`src/rtl/apb_bridge_pkg.sv`:
```
// Shared definitions for the AHB-to-APB bridge controller.
// Holds the FSM state encoding, AHB transfer/response codes and the
// default peripheral region map (three 64 MB regions).
package apb_bridge_pkg;

   typedef enum logic [2:0] {
      ST_IDLE,
      ST_RSETUP,
      ST_RENABLE,
      ST_WWAIT,
      ST_WSETUP,
      ST_WENABLE
   } state_t;

   localparam logic [1:0] HTRANS_IDLE   = 2'b00;
   localparam logic [1:0] HTRANS_BUSY   = 2'b01;
   localparam logic [1:0] HTRANS_NONSEQ = 2'b10;
   localparam logic [1:0] HTRANS_SEQ    = 2'b11;

   localparam logic [1:0] HRESP_OKAY = 2'b00;

   localparam logic [31:0] SLV0_BASE_DFLT = 32'h8000_0000;
   localparam logic [31:0] SLV1_BASE_DFLT = 32'h8400_0000;
   localparam logic [31:0] SLV2_BASE_DFLT = 32'h8800_0000;
   localparam logic [31:0] REGION_SIZE    = 32'h0400_0000;

endpackage

```
`src/rtl/apb_addr_decode.sv`:
```
// AHB address decoder: maps an address onto one of three 64 MB peripheral regions.
// Purely combinational (zero latency); no flow control.
// Ports: addr (in, 32) -> in_range (out, 1), sel (out, 3, one-hot, 0 when out of range).
module apb_addr_decode
   import apb_bridge_pkg::*;
#(
   parameter logic [31:0] SLV0_BASE = SLV0_BASE_DFLT,
   parameter logic [31:0] SLV1_BASE = SLV1_BASE_DFLT,
   parameter logic [31:0] SLV2_BASE = SLV2_BASE_DFLT
) (
   input  logic [31:0] addr,
   output logic        in_range,
   output logic [2:0]  sel
);

   logic [31:0] off0, off1, off2;

   // Unsigned offset from each base; a wrap below the base becomes a huge
   // offset, so a single compare covers both region bounds.
   assign off0 = addr - SLV0_BASE;
   assign off1 = addr - SLV1_BASE;
   assign off2 = addr - SLV2_BASE;

   assign sel[0]   = (off0 < REGION_SIZE);
   assign sel[1]   = (off1 < REGION_SIZE);
   assign sel[2]   = (off2 < REGION_SIZE);
   assign in_range = |sel;

endmodule

```
`src/rtl/apb_bridge_controller.sv`:
```
// AHB-to-APB bridge sequencer: one APB access outstanding, AHB stalled via Hreadyout.
// Latency: read 1 AHB wait state, write 2 wait states; next address phase accepted in ENABLE.
// Ports: AHB side Hwrite/Hreadyin/Htrans/Haddr/Hwdata in, Hreadyout/Hresp/Hrdata out;
//        APB side Prdata in, Pselx/Penable/Pwrite/Paddr/Pwdata out (all registered).
module apb_bridge_controller
   import apb_bridge_pkg::*;
#(
   parameter logic [31:0] SLV0_BASE = SLV0_BASE_DFLT,
   parameter logic [31:0] SLV1_BASE = SLV1_BASE_DFLT,
   parameter logic [31:0] SLV2_BASE = SLV2_BASE_DFLT
) (
   input  logic        Hclk,
   input  logic        Hreset,
   input  logic        Hwrite,
   input  logic        Hreadyin,
   input  logic [1:0]  Htrans,
   input  logic [31:0] Haddr,
   input  logic [31:0] Hwdata,
   input  logic [31:0] Prdata,
   output logic        Hreadyout,
   output logic [1:0]  Hresp,
   output logic [31:0] Hrdata,
   output logic [2:0]  Pselx,
   output logic        Penable,
   output logic        Pwrite,
   output logic [31:0] Paddr,
   output logic [31:0] Pwdata
);

   state_t      state;
   logic [2:0]  sel_q;      // select held across WWAIT, where Pselx must stay 0
   logic        in_range;
   logic [2:0]  dec_sel;
   logic        valid;

   apb_addr_decode #(
      .SLV0_BASE (SLV0_BASE),
      .SLV1_BASE (SLV1_BASE),
      .SLV2_BASE (SLV2_BASE)
   ) u_decode (
      .addr     (Haddr),
      .in_range (in_range),
      .sel      (dec_sel)
   );

   assign valid = Hreadyin & ((Htrans == HTRANS_NONSEQ) | (Htrans == HTRANS_SEQ)) & in_range;

   assign Hresp  = HRESP_OKAY;
   // Read data passes straight through during the enable phase only.
   assign Hrdata = (state == ST_RENABLE) ? Prdata : 32'h0;

   always_ff @(posedge Hclk or posedge Hreset) begin
      if (Hreset) begin
         state     <= ST_IDLE;
         sel_q     <= 3'b000;
         Pselx     <= 3'b000;
         Penable   <= 1'b0;
         Pwrite    <= 1'b0;
         Paddr     <= 32'h0;
         Pwdata    <= 32'h0;
         Hreadyout <= 1'b1;
      end else begin
         case (state)
            // Hreadyout is high in these states, so the AHB bus is sampled here.
            ST_IDLE, ST_RENABLE, ST_WENABLE: begin
               Penable <= 1'b0;
               Pwrite  <= 1'b0;
               if (valid) begin
                  Paddr     <= Haddr;
                  sel_q     <= dec_sel;
                  Hreadyout <= 1'b0;
                  if (Hwrite) begin
                     state <= ST_WWAIT;
                     Pselx <= 3'b000;
                  end else begin
                     state <= ST_RSETUP;
                     Pselx <= dec_sel;
                  end
               end else begin
                  state     <= ST_IDLE;
                  Pselx     <= 3'b000;
                  Hreadyout <= 1'b1;
               end
            end
            ST_RSETUP: begin
               state     <= ST_RENABLE;
               Penable   <= 1'b1;
               Hreadyout <= 1'b1;
            end
            // Write data arrives one cycle after its address phase.
            ST_WWAIT: begin
               state  <= ST_WSETUP;
               Pwdata <= Hwdata;
               Pselx  <= sel_q;
               Pwrite <= 1'b1;
            end
            ST_WSETUP: begin
               state     <= ST_WENABLE;
               Penable   <= 1'b1;
               Hreadyout <= 1'b1;
            end
            default: begin
               state     <= ST_IDLE;
               Pselx     <= 3'b000;
               Penable   <= 1'b0;
               Pwrite    <= 1'b0;
               Hreadyout <= 1'b1;
            end
         endcase
      end
   end

endmodule
```
`config.mk`:
```
export PLATFORM = sky130hd
export DESIGN_NAME = apb_bridge_controller
export DESIGN_NICKNAME = d
export VERILOG_FILES = /design/src/rtl/apb_bridge_pkg.sv /design/src/rtl/apb_addr_decode.sv /design/src/rtl/apb_bridge_controller.sv
export SDC_FILE = /design/constraint.sdc
export NUM_CORES = 1
export LEC_CHECK = 0
export CAP_MARGIN = 25
export CORE_UTILIZATION = 37
export DETAILED_ROUTE_END_ITERATION = 8
export GPL_TIMING_DRIVEN = 0
export PLACE_DENSITY_LB_ADDON = 0.2
export SYNTH_ARGS = -nofsm -noshare
export SYNTH_HDL_FRONTEND = slang
export SYNTH_SLANG_ARGS = --single-unit
```
`constraint.sdc`:
```
create_clock -name Hclk -period 3.15 [get_ports Hclk]
set_input_delay 0.4725 -clock Hclk [delete_from_list [all_inputs] [get_ports Hclk]]
set_output_delay 0.4725 -clock Hclk [all_outputs]
set_load 0.02 [all_outputs]
```
==> results.txt <==
The flow ran to the end, and the final reports show no timing, DRC or antenna violations. Synthesis produced 309 cells. The async set or reset register ratio after synthesis was 100.0%; the area after detailed placement was 0.005436 sq mm. After clock tree synthesis, the repair step resized 0 gates. Global routing finished with a remaining overflow of 0.

The startpoint class of the critical path is a flip-flop. The number of vias per cell after detailed routing is 4.565. Setup repair after global routing left no endpoint under its margin. In this run the critical register-to-register path is launched from state[2]. The commonest cells after synthesis are sky130_fd_sc_hd__nand2_1, sky130_fd_sc_hd__dfrtp_1, sky130_fd_sc_hd__and2_1. Largest net degree at the start of global routing: 72.

The later pin in the worst-skew pair is clocked with a latency of 0.34 ns. The run gives 0.94 ns as the register-to-register setup slack. For this block, the routed nets add up to 9.036 mm of wire. Traced cell by cell, the critical path runs through or2_0 > nor2_1 > clkbuf_1 > and2_1 > clkdlybuf4s50_1. The tools report the first-pass GRT wire length as 13.82 mm. The number of buffers created by CTS is 9, and the fraction of synthesized cell area taken by the top area cell type is 57.76%.

The area growth from synthesis to layout came out at 73.97%. The run gives 0 as the post-cts hold buffer count. The floorplan die height was 95.71 microns. Measured in cells, the most critical reg-to-reg path has a length of 5. For the final database, setup skew stands at 0.007578 ns. The library cell used as clock root buffer was sky130_fd_sc_hd__clkbuf_8. At the worst endpoint, the required time is 2.68 ns.

Via count of the first global-routing pass: 2912. The critical path is of the reg -> out type. The slowest stage of the critical path belongs to the cell sky130_fd_sc_hd__clkdlybuf4s50_1.

For this run, the slowest stage of the critical path takes 0.60 ns. Once the clock tree was built, the setup fixing pass inserted 0 buffers. The leakage power was 2.559 nW; the routed wire length per instance was 14.25 microns.

The tools report the setup TNS as 0 ns. Final antenna diode count: 0. The tool flagged a number of max-cap violations equal to 0.

The critical path arrival was 2.36 ns; the count of final setup violators was 0. OpenSTA, run right after detailed placement, puts the worst setup slack at 0.1921 ns. The run gives 0 as the number of failing hold endpoints at the final stage.

For the depth of the CTS H-tree, the log shows 3. After clock tree synthesis, the clock-pin slew on the worst setup and hold paths is 0.08 ns. Detailed routing inserted a total of 2894 vias. The synthesized area per cell was 10.52 sq um; the starting density of the core was 38.96%. The number of max-slew violations in the final report was 0; the final weighted congestion of routability-driven global placement was 0.7613. Dividing total power by cell area gives a power density of 472.4 mW/mm^2.

Setup slack on the critical path of the routed design comes to 0.3138 ns. For this design the top-level I/O count stands at 206. The tools report the kind of end point of the critical path as a primary output. The most common cell in the synthesized netlist is sky130_fd_sc_hd__nand2_1. The clock net in this run drives a total of 76 sinks. The number of synthesized flops with an enable pin is 0.

In this design, the largest share of critical-path delay is due to buffers and inverters. The net count of the finished layout came out at 628. The Yosys step of the flow raised 0 warnings. The ratio of cells with drive above 1 in the final layout was 9.263%. Summed over all nets, the half-perimeter wirelength after detailed placement is 7.120 mm. For the number of design rule violations left after detail routing, the log shows 0.

The number of unique standard cell types used by synthesis was 38; the count of nets left with antenna violations after detail routing was 0. Summed over all instances, the cell type with the most area after synthesis is sky130_fd_sc_hd__dfrtp_1. The logs give 0.3526 GHz for the highest clock rate and 33 for the number of cell rows. Initial antenna violation count: 0.

In this run, synthesis produced a sequential element count of 76. The largest fanout on the critical path was 10. Global routing used 20.12% of the available tracks. For the largest buffer count on any clock path, the log shows 2. After layout, the minimum clock period comes to 2.836 ns. The DRC violation total after the first TritonRoute iteration was 118; the floorplan die width was 95.71 microns. After synthesis the cells add up to 0.003249 sq mm. The remaining max-slew budget at the tightest pin came out at 62.87%.

The core box area was 0.008341 sq mm. The run gives 4 as the length of the first detailed-routing pass in iterations. In this run the tool buffered the top-level ports with 202 buffer cells. Flip-flop cell with the highest count after synthesis: sky130_fd_sc_hd__dfrtp_1. Total power for the finished layout comes to 2.671 mW. Of the available clock period, the critical path in the final layout requires 90.04%.

For the die footprint, the log shows 0.009160 sq mm. The worst-case IR drop observed on VDD is 0.3455 mV. After routing the design area is 0.005653 sq mm. Sorting the synthesized cells by area gives the leading types as sky130_fd_sc_hd__dfrtp_1, sky130_fd_sc_hd__nand2_1, sky130_fd_sc_hd__mux2_2. The kind of path behind the tightest hold check was in -> async. After synthesis, flip-flops and latches occupy 58.57% of the total area.

TritonCTS built the clock tree. The reg-to-reg endpoint was Paddr[5]. Total buffers and inverters traversed by the critical path: 2. For the pin with the worst max-slew slack, the measured transition is 0.5569 ns.
==> cell usage in the layout, fill, tap and decap left out, types with 4 or more instances in the layout <==
cell                              instances
sky130_fd_sc_hd__nand2b_1                 5
sky130_fd_sc_hd__nand2_1                 98
sky130_fd_sc_hd__clkbuf_8                10
sky130_fd_sc_hd__o22ai_1                  4
sky130_fd_sc_hd__clkbuf_1                12
sky130_fd_sc_hd__mux2_2                  21
sky130_fd_sc_hd__inv_1                   11
sky130_fd_sc_hd__and2_1                  32
sky130_fd_sc_hd__clkdlybuf4s50_1        202
sky130_fd_sc_hd__a21o_1                   4
sky130_fd_sc_hd__mux2_1                   6
sky130_fd_sc_hd__nor2_1                   7
sky130_fd_sc_hd__dfrtp_1                 75
==> registers in the layout, indices dropped and copies added (netlist names) <==
name,flops
Hreadyout,1
state,3
Pwdata,32
Pwrite,1
Pselx,3
sel_q,3
Paddr,32
Penable,1
==> worst max-delay path by stage <==
stage                    from         end  cells after the start
floorplan              Hreset    Paddr[0]                      1
global placement       Hreset  Pwdata[17]                      2
detailed placement  Haddr[27]    Paddr[5]                      8
CTS                  state[2]  Hrdata[19]                      5
global route         state[2]  Hrdata[11]                      5
finish               state[2]  Hrdata[24]                      5
==> cells by family after synthesis <==
logic type | synth area share, %
fa+ha+maj | 0.7700
compound gates | 5.006
flops | 58.57
mux | 9.665
simple gates | 21.22
xor+xnor | 0.5392
other cells | 0.1154
buf+inv | 4.120
==> metal layers <==
| metal | part of all wire (%) | vias up | GRT usage (%) |
|---|---|---|---|
| li1 | - | 1409 | - |
| met1 | 35 | 1344 | 20.95 |
| met2 | 53 | 124 | 37.14 |
| met3 | 10 | 17 | 6.477 |
| met4 | 2.0 | 0 | 8.209 |
| met5 | 0 | - | 0 |
==> final cells by class <==
| cell class | count | area [sq um] |
|---|---|---|
| buffer | 17 | 88.84 |
| clock buffer | 11 | 141.4 |
| clock inverter | 5 | 75.07 |
| fill | 678 | 2688 |
| inverter | 12 | 47.55 |
| multi-input combinational | 205 | 1216 |
| sequential | 76 | 1903 |
| tap | 105 | 131.4 |
| timing repair buffer | 203 | 2049 |
==> power breakdown <==
group	leakage [nW]	total, mW	internal [mW]	switching [mW]
registers	0.942	1.16	1.10	0.0638
logic	1.50	0.704	0.398	0.306
clock network	0.113	0.806	0.464	0.342
total	2.56	2.67	1.96	0.712
==> per-stage QoR <==
stage                     hold WS, ns  util (%)  cells
after global placement         0.4540     64.82    617
after floorplan                0.4502         -    310
after global routing           0.3532     67.78    634
after CTS                      0.3468     67.78    634
after detailed placement       0.4623     65.18    618
final                          0.3605     67.78    634
Power figures use the tool's default switching activity.
